===== src/rtl/elevator_motion_ctrl.sv =====
// SCAN-policy car motion controller: latches floor requests, sequences inter-floor
// travel and door dwell with cycle counters, and reports car status downstream.
module elevator_motion_ctrl #(
    parameter int N_FLOORS      = 4,
    parameter int FLOOR_W       = 2,
    parameter int TRAVEL_CYCLES = 8,
    parameter int DOOR_CYCLES   = 4
) (
    input  logic                clk,
    input  logic                rst,
    input  logic [N_FLOORS-1:0] req,
    output logic [FLOOR_W-1:0]  floor,
    output logic [N_FLOORS-1:0] pending,
    output logic                dir_up,
    output logic                moving,
    output logic                door_open,
    output logic                arrived
);
    localparam int TCNT_W = $clog2(TRAVEL_CYCLES);
    localparam int DCNT_W = (DOOR_CYCLES > 1) ? $clog2(DOOR_CYCLES) : 1;
    localparam logic [TCNT_W-1:0] TRAVEL_LOAD = TCNT_W'(TRAVEL_CYCLES - 1);
    localparam logic [DCNT_W-1:0] DOOR_LOAD   = DCNT_W'(DOOR_CYCLES - 1);

    typedef enum logic [1:0] {
        ST_IDLE,
        ST_MOVE_UP,
        ST_MOVE_DOWN,
        ST_DOOR_OPEN
    } state_t;

    state_t              state_reg, state_next;
    logic [FLOOR_W-1:0]  floor_reg, floor_next;
    logic [N_FLOORS-1:0] pending_reg, pending_next;
    logic                dir_up_reg, dir_up_next;
    logic                arrived_reg, arrived_next;
    logic [TCNT_W-1:0]   travel_cnt_reg, travel_cnt_next;
    logic [DCNT_W-1:0]   door_cnt_reg, door_cnt_next;

    logic [N_FLOORS-1:0] nxt, clr;
    logic [FLOOR_W-1:0]  floor_up, floor_dn;
    logic [N_FLOORS-1:0] idle_above_v, idle_below_v;
    logic [N_FLOORS-1:0] up_above_v, up_below_v, dn_above_v, dn_below_v;

    assign nxt      = pending_reg | req;
    assign floor_up = floor_reg + FLOOR_W'(1);
    assign floor_dn = floor_reg - FLOOR_W'(1);

    // Idle decisions look at latched requests only; arrival decisions look at the
    // live request set relative to the floor the car is arriving at.
    generate
        for (genvar gi = 0; gi < N_FLOORS; gi++) begin : g_dir
            localparam logic [FLOOR_W-1:0] IDX = FLOOR_W'(gi);
            assign idle_above_v[gi] = pending_reg[gi] && (IDX > floor_reg);
            assign idle_below_v[gi] = pending_reg[gi] && (IDX < floor_reg);
            assign up_above_v[gi]   = nxt[gi] && (IDX > floor_up);
            assign up_below_v[gi]   = nxt[gi] && (IDX < floor_up);
            assign dn_above_v[gi]   = nxt[gi] && (IDX > floor_dn);
            assign dn_below_v[gi]   = nxt[gi] && (IDX < floor_dn);
        end
    endgenerate

    always_ff @(posedge clk) begin
        if (rst) begin
            state_reg      <= ST_IDLE;
            floor_reg      <= '0;
            pending_reg    <= '0;
            dir_up_reg     <= 1'b1;
            arrived_reg    <= 1'b0;
            travel_cnt_reg <= '0;
            door_cnt_reg   <= '0;
        end else begin
            state_reg      <= state_next;
            floor_reg      <= floor_next;
            pending_reg    <= pending_next;
            dir_up_reg     <= dir_up_next;
            arrived_reg    <= arrived_next;
            travel_cnt_reg <= travel_cnt_next;
            door_cnt_reg   <= door_cnt_next;
        end
    end

    always_comb begin
        state_next      = state_reg;
        floor_next      = floor_reg;
        dir_up_next     = dir_up_reg;
        arrived_next    = 1'b0;
        travel_cnt_next = travel_cnt_reg;
        door_cnt_next   = door_cnt_reg;
        unique case (state_reg)
            ST_IDLE: begin
                if (pending_reg[floor_reg]) begin
                    state_next    = ST_DOOR_OPEN;
                    door_cnt_next = DOOR_LOAD;
                end else if ((|idle_above_v) && (dir_up_reg || !(|idle_below_v))) begin
                    state_next      = ST_MOVE_UP;
                    dir_up_next     = 1'b1;
                    travel_cnt_next = TRAVEL_LOAD;
                end else if (|idle_below_v) begin
                    state_next      = ST_MOVE_DOWN;
                    dir_up_next     = 1'b0;
                    travel_cnt_next = TRAVEL_LOAD;
                end
            end
            ST_MOVE_UP: begin
                if (travel_cnt_reg != '0) begin
                    travel_cnt_next = travel_cnt_reg - TCNT_W'(1);
                end else begin
                    floor_next   = floor_up;
                    arrived_next = 1'b1;
                    if (nxt[floor_up]) begin
                        state_next    = ST_DOOR_OPEN;
                        door_cnt_next = DOOR_LOAD;
                    end else if (|up_above_v) begin
                        travel_cnt_next = TRAVEL_LOAD;
                    end else if (|up_below_v) begin
                        state_next      = ST_MOVE_DOWN;
                        dir_up_next     = 1'b0;
                        travel_cnt_next = TRAVEL_LOAD;
                    end else begin
                        state_next = ST_IDLE;
                    end
                end
            end
            ST_MOVE_DOWN: begin
                if (travel_cnt_reg != '0) begin
                    travel_cnt_next = travel_cnt_reg - TCNT_W'(1);
                end else begin
                    floor_next   = floor_dn;
                    arrived_next = 1'b1;
                    if (nxt[floor_dn]) begin
                        state_next    = ST_DOOR_OPEN;
                        door_cnt_next = DOOR_LOAD;
                    end else if (|dn_below_v) begin
                        travel_cnt_next = TRAVEL_LOAD;
                    end else if (|dn_above_v) begin
                        state_next      = ST_MOVE_UP;
                        dir_up_next     = 1'b1;
                        travel_cnt_next = TRAVEL_LOAD;
                    end else begin
                        state_next = ST_IDLE;
                    end
                end
            end
            ST_DOOR_OPEN: begin
                // A fresh call at this floor holds the door rather than queueing.
                if (req[floor_reg]) begin
                    door_cnt_next = DOOR_LOAD;
                end else if (door_cnt_reg == '0) begin
                    state_next = ST_IDLE;
                end else begin
                    door_cnt_next = door_cnt_reg - DCNT_W'(1);
                end
            end
            default: state_next = ST_IDLE;
        endcase

        clr = '0;
        if ((state_next == ST_DOOR_OPEN) || (state_reg == ST_DOOR_OPEN)) begin
            clr = N_FLOORS'(1) << floor_next;
        end
        pending_next = nxt & ~clr;
    end

    assign floor     = floor_reg;
    assign pending   = pending_reg;
    assign dir_up    = dir_up_reg;
    assign moving    = (state_reg == ST_MOVE_UP) || (state_reg == ST_MOVE_DOWN);
    assign door_open = (state_reg == ST_DOOR_OPEN);
    assign arrived   = arrived_reg;

endmodule


===== config.mk =====
export PLATFORM = sky130hd
export DESIGN_NAME = elevator_motion_ctrl
export DESIGN_NICKNAME = d
export VERILOG_FILES = /design/src/rtl/elevator_motion_ctrl.sv
export SDC_FILE = /design/constraint.sdc
export NUM_CORES = 1
export LEC_CHECK = 0
export ABC_CLOCK_PERIOD_IN_PS = 2800
export CAP_MARGIN = 25
export CELL_PAD_IN_SITES_DETAIL_PLACEMENT = 2
export CELL_PAD_IN_SITES_GLOBAL_PLACEMENT = 2
export CORE_UTILIZATION = 31
export CTS_BUF_LIST = sky130_fd_sc_hd__clkbuf_16
export DETAILED_ROUTE_END_ITERATION = 12
export PLACE_DENSITY_LB_ADDON = 0.1
export SYNTH_ARGS = -nofsm -noshare
export SYNTH_HDL_FRONTEND = slang
export SYNTH_SLANG_ARGS = --single-unit

===== constraint.sdc =====
create_clock -name clk -period 2.8 [get_ports clk]
set_clock_uncertainty 0.05 [all_clocks]
set_input_delay 0.84 -clock clk [delete_from_list [all_inputs] [get_ports clk]]
set_output_delay 0.84 -clock clk [all_outputs]
set_load 0.01 [all_outputs]

==> results of run 1 <==
## per-layer routing
| layer | vias up | share of wire, % | wire (µm) |
|---|---|---|---|
| met5 | - | 0 | 0 |
| met1 | 832 | 46 | 2772 |
| li1 | 772 | - | - |
| met2 | 34 | 50 | 2992 |
| met3 | 6 | 2.3 | 140 |
| met4 | 0 | 1.3 | 79 |
## synth_stat cells, types with 2 or more instances
library cell  number  share of area (%)
mux4_2             4                6.1
nor2_1            22                5.6
o21ai_0            8                2.7
a2111oi_4          2                3.7
o21a_1             3                1.5
a221o_1            2                1.4
a311o_1            2                1.4
a2111oi_0          2                1.2
o2111ai_1          3                1.8
nand3_1            2               0.68
ha_1              15                 13
o22ai_1            2               0.85
o21bai_1           2                1.0
o21ai_1            2               0.68
o211ai_1           4                2.0
nand2b_1           5                2.1
nor2b_1            4                1.7
a31oi_1            2               0.85
inv_1             11                2.8
nor3b_1            2                1.0
a21oi_1            6                2.0
nand2_1            9                2.3
nor3_1             8                2.7
a211oi_1           6                3.1
clkbuf_1           8                2.0
a2111oi_2          2                2.0
dfxtp_1           15                 20
nor4_1             2               0.85
## worst register-to-register path, cell delays in order (launching register included)
cell and delay, ps:
dfxtp_4 390, buf_4 170, mux4_2 540, o21a_1 210, a221o_1 350, a2111oi_4 460
nor3_4 100, a2111oi_2 310
## through the flow
step / total power [mW] / setup TNS [ps] / setup slack [ps] / hold WS, ps
global placement: 2.028 / -2987 / -438.6 / 409.5
detailed placement: 2.133 / -4287 / -576.1 / 409.6
global route: 2.692 / -30.40 / -30.40 / 456.2
CTS: 2.473 / 0 / 34.91 / 427.3
finish: 2.523 / 0 / 49.94 / 440.1
floorplan: 1.390 / 0 / 44.99 / 390.2
## power breakdown
part / switching [mW] / total, mW / leakage, nW / internal (mW)
clock: 0.0956 / 0.287 / 0.0409 / 0.191
sequential: 0.0964 / 0.390 / 0.125 / 0.294
combinational: 1.02 / 1.85 / 0.645 / 0.824
total: 1.21 / 2.52 / 0.812 / 1.31
## what timing repair did
action | CTS | global route
gates resized for setup | 18 | 8
pin swaps | 5 | 5
hold buffers | 0 | 0
endpoints found under the hold margin | 0 | 0
setup buffers | 1 | 1
setup endpoints to repair | 9 | 5
## cells by family (layout without fill, tap and decap cells)
family,count (synthesis),count (layout),share of synthesized area [%]
AOI/OAI and AO/OA,61,61,34.50
and+or+nand+nor,59,59,19.93
buffers and inverters,21,70,5.451
adders and majority gates,15,15,12.78
DFF,15,15,20.44
muxes,5,5,6.900
## worst paths after layout
kind                                       from  slack (ps)  depth (start not counted)               to
worst min register to register  door_cnt_reg[1]         440                          2  door_cnt_reg[1]
worst min-delay path            door_cnt_reg[1]         440                          2  door_cnt_reg[1]
worst max register to register         floor[0]         120                          7       pending[2]
worst max-delay path                     req[3]          50                          7       pending[2]
## layout make-up
| cell class | count | area (µm²) |
|---|---|---|
| clock buffer | 3 | 75.07 |
| clock inverter | 1 | 5.005 |
| fill | 500 | 2387 |
| inverter | 12 | 45.04 |
| multi-input combinational | 140 | 1115 |
| sequential | 15 | 304.0 |
| tap | 52 | 65.06 |
| timing repair buffer | 54 | 447.9 |
==> impl_metrics.yaml, run 1 <==
status:
  status: "finished, final reports clean"
timing:
  fmax_ghz: 0.3636
  report.final.slew_viol_count: 0
  worstMarginPinSlew_ps: 613.9
  hold_violations: 0
  slew_headroom_pct: 58.73
  setup_viol: 0
  post-route-period-util_pct: 98.22
  post-route-min-period_ps: 2750
  rsz0062_at_grt: "yes"
clock_tree:
  clockBufferDepth: 2
  cts_buffers: 3
  clkLatencyLatePin_ps: 250
  clkSlewWorstSetupHoldPaths_ps: 50
  htreeDepth: 1
  cts_num_sinks: 15
  tritoncts: "yes"
  cts_root_buffer: "clkbuf_16"
power:
  leakage_nw: 0.8115
  irDropWorstVdd_v: 0.0004102
  power.density_nw_per_um2: 1227
global_routing:
  grt.total_usage_pct: 25.09
  grt_use_met2_pct: 43.48
  met1_usage_pct: 31.38
  grt.busiest_layer: "met2"
  use_met3_pct: 4.274
  grt_overflow: 0
  grt_pass1_vias: 1864
  grt_max_degree: 12
  grt_pass1_wl_mm: 9.708
  antenna_found_initial: 0
layout:
  layout.cells.non_filler: 277
  layout_commonest_cell: "buf_4"
  finish.utilization_pct: 46.28
  drive_gt1_share_pct: 28.44
  largest_reg_flops: 4
  finalNetCount: 247
  diodes: 0
  synthToLayoutAreaGrowth_pct: 40.03
  stdcell_area_um2: 2057
  final_cell_mix: "buf_4, nor2_1, ha_1, dfxtp_1"
floorplanning:
  core_area_um2: 4444
  die_w_um: 70.84
  rows: 24
  die_area_um2: 5018
  initial_core_util_pct: 33.05
  fp.dieH_um: 70.84
  io_pins: 16
place:
  dp_hpwl_mm: 4.717
  placedCellCount: 271
  io_buffers: 15
  place_area_um2: 1928
  gp_congestion: 0.9175
synth:
  yosysSeqAreaShare_pct: 20.44
  async_reset_ff_share_pct: 0
  synth-edff-count: 0
  ys.warnings.count: 0
  synth_fp_nets: 197
  avgSynthCellArea_um2: 8.346
  synth.distinct_cells: 49
  syn_area_um2: 1469
  synth_ff_type: "dfxtp_1"
  ys_seq_elements: 15
  netlist_instances: 176
route:
  drtIter0Drc: 44
  wirelength_mm: 5.985
  wl_per_cell_um: 21.61
  vias: 1644
  drcViolationCount: 0
  vias_per_cell: 5.935
  drtAntennaViolNets: 0
  drt_first_pass_iters: 5
setup_path:
  slowest_stage: "mux4_2"
  cp_cell_sequence: "buf_6 -> mux4_2 -> o21a_1 -> a221o_1 -> a2111oi_4 -> nor3_4 -> a2111oi_2"
  worstPathRequired_ps: 2890
  arrival_ps: 2840
  critPathTopFamily: "compound AO/OA/AOI/OAI gates"
  critPathBufInv: 1
  cp-end-kind: "flop"
  crit_type: "in2reg"
  cp-start-kind: "primary input"
  cp_max_fo: 3
  worst_path_largest_cell_delay_ps: 490
run:
  timing.max_cap.violations: 0
min_path:
  hp-class: "reg2reg"
(Power assumes the default switching activity.)
==> run 2, diff against run 1 <==
ABC_CLOCK_PERIOD_IN_PS = 2980   (was 2800)
CORE_UTILIZATION = 34   (was 31)
CTS_CLUSTER_DIAMETER = 200   (was default)
clock period = 2.98 ns   (was 2.8 ns; I/O delays follow)
==> run 2 against run 1 <==
Non-clock buffer count fell by 4. Cell count is 2.2% lower. Via count grew 0.24%. Worst hold slack got worse by 10 ps. Largest cell class unchanged.
==> impl_metrics.yaml, run 2 (synthesis gave the netlist of run 1 again) <==
status:
  status: "finished, final reports clean"
timing:
  post-route-period-util_pct: 96.97
  hold_violations: 0
  slew_headroom_pct: 56.92
  worstMarginPinSlew_ps: 640.8
  setup_viol: 0
  fmax_ghz: 0.3461
  setup_ws_ps: 90.36
  report.final.slew_viol_count: 0
  post-route-min-period_ps: 2890
place:
  place_area_um2: 1887
  dp_hpwl_mm: 4.517
  gp_congestion: 0.9326
  io_buffers: 15
  pre_cts_ws_ps: -453.6
clock_tree:
  tritoncts: "yes"
  cts-hold-fix-buffers: 0
  clkSlewWorstSetupHoldPaths_ps: 50
  clkLatencyLatePin_ps: 250
  clockBufferDepth: 2
  htreeDepth: 1
  cts_root_buffer: "clkbuf_16"
  cts_buffers: 3
  cts_num_sinks: 15
route:
  vias_per_cell: 6.081
  drtIter0Drc: 68
  drcViolationCount: 0
  drt_first_pass_iters: 4
  wirelength_mm: 5.930
  vias: 1648
  drtAntennaViolNets: 0
  wl_per_cell_um: 21.88
setup_path:
  arrival_ps: 2970
  cp-end-kind: "flop"
  cp-start-kind: "flop"
  reg2reg_slack_ps: 90
  r2r_cells: 7
  cp_max_fo: 11
  crit_type: "reg2reg"
  r2r_start: "floor[0]"
  startpoint: "floor[0]"
  worstPathRequired_ps: 3060
global_routing:
  grt_pass1_wl_mm: 8.990
  grt_pass1_vias: 1662
  antenna_found_initial: 0
  grt_overflow: 0
  grt.total_usage_pct: 27.51
  grt_max_degree: 13
run:
  timing.max_cap.violations: 0
layout:
  final_cell_mix: "buf_4, nor2_1, ha_1, dfxtp_1, inv_1"
  diodes: 0
  final.fill_count: 437
  largest_reg_flops: 4
  multi_input_area_um2: 1095
  layout_commonest_cell: "buf_4"
  drive_gt1_share_pct: 25.34
  finish.utilization_pct: 48.32
  synthToLayoutAreaGrowth_pct: 34.41
  seq_area_um2: 300.3
  finalNetCount: 243
  stdcell_area_um2: 1974
floorplanning:
  rows: 23
  fp.dieH_um: 67.73
  die_w_um: 67.73
  io_pins: 16
  core_area_um2: 4086
  initial_core_util_pct: 35.95
  die_area_um2: 4587
min_path:
  hold_depth: 2
  hp-class: "reg2reg"
  min_from: "door_cnt_reg[1]"
power:
  power.density_nw_per_um2: 1161
  leakage_nw: 0.7811
  irDropWorstVdd_v: 0.0004491
==> run 2: cell count changes in the layout (fill, tap and decap cells not counted), sizes merged <==
| cell | delta |
|---|---|
| inv | +1 |
| clkbuf | +4 |
| clkinv | -1 |
| buf | -8 |
==> run 2: final cells by class <==
cell class / instances / area share (%)
Clock buffer: 3 / 3.802
Clock inverter: 1 / 0.1901
Inverter: 12 / 2.281
Multi-Input combinational cell: 140 / 55.45
Sequential cell: 15 / 15.21
Tap cell: 50 / 3.169
Timing Repair Buffer: 50 / 19.90
==> run 2: where the power goes <==
part,switching [mW],internal (mW),total [mW]
Sequential,0.0899,0.274,0.364
Combinational,0.928,0.731,1.66
Clock,0.0907,0.178,0.269
Total,1.11,1.18,2.29
==> run 2: timing repair <==
action	in CTS	in global routing
endpoints found under the setup margin	5	2
pin swaps	6	6
buffers inserted	1	2
resized for setup	5	9
==> run 2: path summary, 6_finish.rpt <==
| kind | end |
|---|---|
| worst max-delay path | pending[3] |
| worst min-delay path | door_cnt_reg[1] |
| worst max register to register | pending[3] |
| worst min register to register | door_cnt_reg[1] |
==> run 2: stage by stage <==
stage | std cells | power [mW] | TNS (ps) | hold slack, ps
after CTS | 269 | 2.238 | 0 | 425.6
after detailed placement | 264 | 1.939 | -2754 | 417.1
final | 271 | 2.292 | 0 | 430.1
after global placement | 264 | 1.845 | -1847 | 401.9
after global routing | 271 | 2.447 | -49.28 | 458.7
after floorplan | 176 | 1.303 | 0 | 390.2
==> run 2: per-layer routing <==
| layer | part of all wire [%] | vias to the layer above | wire length (µm) | track usage, % |
|---|---|---|---|---|
| met1 | 45 | 837 | 2667 | 34.70 |
| met3 | 4.3 | 8 | 253 | 7.601 |
| met4 | 1.1 | 0 | 67 | 7.181 |
| li1 | - | 761 | - | - |
| met2 | 50 | 42 | 2942 | 45.42 |
| met5 | 0 | - | 0 | 0 |
==> run 2: critical path, cell delays in order (launching register included) <==
cell       delay (ps)
dfxtp_1           440
buf_4             250
mux4_2            540
o21a_1            190
a221o_1           350
a2111oi_4         470
nor3_4             90
a2111oi_2         380
==> run 3, diff against run 2 <==
CORE_UTILIZATION = 30   (was 34)
==> run 3 against run 2 <==
Worst setup slack got worse by 9.2 ps. Combinational power grew 3%. Sequential share of layout area decreased by 0.27 points. Largest power group unchanged. Maximum frequency decreased by 0.32%. Worst hold slack gained 20 ps. Cell area grew 1.8%. Clock power up 2%. Critical path type unchanged. Die area increased by 13%.
==> impl_metrics.yaml, run 3 (synthesis gave the netlist of run 1 again) <==
status:
  status: "finished, final reports clean"
min_path:
  hp-class: "reg2reg"
  min_to: "door_cnt_reg[1]"
  min_from: "door_cnt_reg[1]"
  hold_depth: 2
clock_tree:
  clockBufferDepth: 2
  tritoncts: "yes"
  htreeDepth: 1
  cts_num_sinks: 15
  cts_root_buffer: "clkbuf_16"
  cts_buffers: 3
  clkSlewWorstSetupHoldPaths_ps: 50
  clkLatencyLatePin_ps: 250
timing:
  worstMarginPinSlew_ps: 736.4
  post-route-min-period_ps: 2899
  post-route-period-util_pct: 97.28
  setup_viol: 0
  report.final.slew_viol_count: 0
  slew_headroom_pct: 50.49
  hold_violations: 0
  fmax_ghz: 0.3450
  tns_ps: 0
floorplanning:
  initial_core_util_pct: 31.10
  rows: 25
  io_pins: 16
  fp.dieH_um: 71.98
  die_area_um2: 5180
  core_area_um2: 4723
  die_w_um: 71.98
global_routing:
  grt.total_usage_pct: 24.75
  antenna_found_initial: 0
  grt_pass1_wl_mm: 9.653
  grt_overflow: 0
  grt_max_degree: 16
  grt_pass1_vias: 1811
layout:
  synthToLayoutAreaGrowth_pct: 36.80
  layout.cells.non_filler: 286
  layout_commonest_cell: "buf_4"
  final_cell_mix: "buf_4, nor2_1, ha_1, dfxtp_1"
  finalNetCount: 241
  stdcell_area_um2: 2009
  finish.utilization_pct: 42.54
  diodes: 0
  drive_gt1_share_pct: 25.57
  multi_input_area_um2: 1122
  largest_reg_flops: 4
  final.fill_count: 538
  seq_area_um2: 300.3
setup_path:
  cp_max_fo: 12
  worstPathRequired_ps: 3080
  crit_type: "reg2reg"
  timing.rr.end: "pending[3]"
  cp-end-kind: "flop"
  reg2reg_slack_ps: 80
  r2r_cells: 7
  cp-start-kind: "flop"
  arrival_ps: 3000
  r2r_start: "floor[1]"
place:
  placedCellCount: 279
  gp_congestion: 0.9344
  io_buffers: 15
  place_area_um2: 1893
  dp_hpwl_mm: 4.647
route:
  drtIter0Drc: 50
  drcViolationCount: 0
  wirelength_mm: 6.060
  vias_per_cell: 5.783
  vias: 1654
  drt_first_pass_iters: 4
  drtAntennaViolNets: 0
  wl_per_cell_um: 21.19
power:
  leakage_nw: 0.7739
  power.density_nw_per_um2: 1167
  irDropWorstVdd_v: 0.0004768
run:
  timing.max_cap.violations: 0
[run 3: repair_timing]
| action | CTS | global route |
|---|---|---|
| resized for setup | 9 | 8 |
| hold buffers | 0 | 0 |
| hold endpoints to repair | 0 | 0 |
| setup buffers | 2 | 1 |
| endpoints found under the setup margin | 4 | 2 |
| pin swaps | 5 | 5 |
[run 3: how the worst max path moves through the flow]
stage              from         end  cells after the start
2_1_floorplan  floor[0]  pending[2]                      9
3_3_place_gp     req[1]  pending[2]                      8
3_5_place_dp     req[3]  pending[2]                      7
4_1_cts          req[3]  pending[2]                      7
5_1_grt        floor[1]  pending[3]                      7
6_report       floor[1]  pending[3]                      7
[run 3: report_power, final]
part	total [mW]	internal, mW	switching [mW]
sequential	0.360	0.274	0.0860
clock	0.274	0.180	0.0941
combinational	1.71	0.733	0.977
total	2.34	1.19	1.16
[run 3: area by class of cell]
type	count	share of cell area [%]
clock buffers	3	3.736
flip-flops and latches	15	14.94
multi-input cells	140	55.85
well taps	67	4.172
inverters	12	2.242
clock inverters	1	0.2491
repair buffers	48	18.80
[run 3: worst max-delay path, cell delays in order (launching register included)]
cell       delay, ps
dfxtp_1          330
inv_1            130
ha_1             610
o2111ai_1        250
a221o_1          470
a2111oi_4        490
nor3_4           100
a2111oi_2        360
[run 3: layer usage]
| metal | vias to the layer above | part of all wire, % | GRT usage [%] |
|---|---|---|---|
| met5 | - | 0 | 0 |
| met4 | 0 | 2.0 | 7.843 |
| met3 | 12 | 2.4 | 4.861 |
| met2 | 37 | 52 | 44.86 |
| met1 | 844 | 44 | 29.33 |
| li1 | 761 | - | - |
[run 3: through the flow]
| step | power [mW] | hold slack (ps) | setup slack [ps] |
|---|---|---|---|
| after global routing | 2.497 | 481.7 | -1.139 |
| after floorplan | 1.303 | 390.2 | 19.04 |
| after CTS | 2.265 | 456.7 | 5.632 |
| after detailed placement | 1.934 | 453.0 | -472.0 |
| after global placement | 1.846 | 404.2 | -347.8 |
| final | 2.344 | 449.7 | 81.13 |
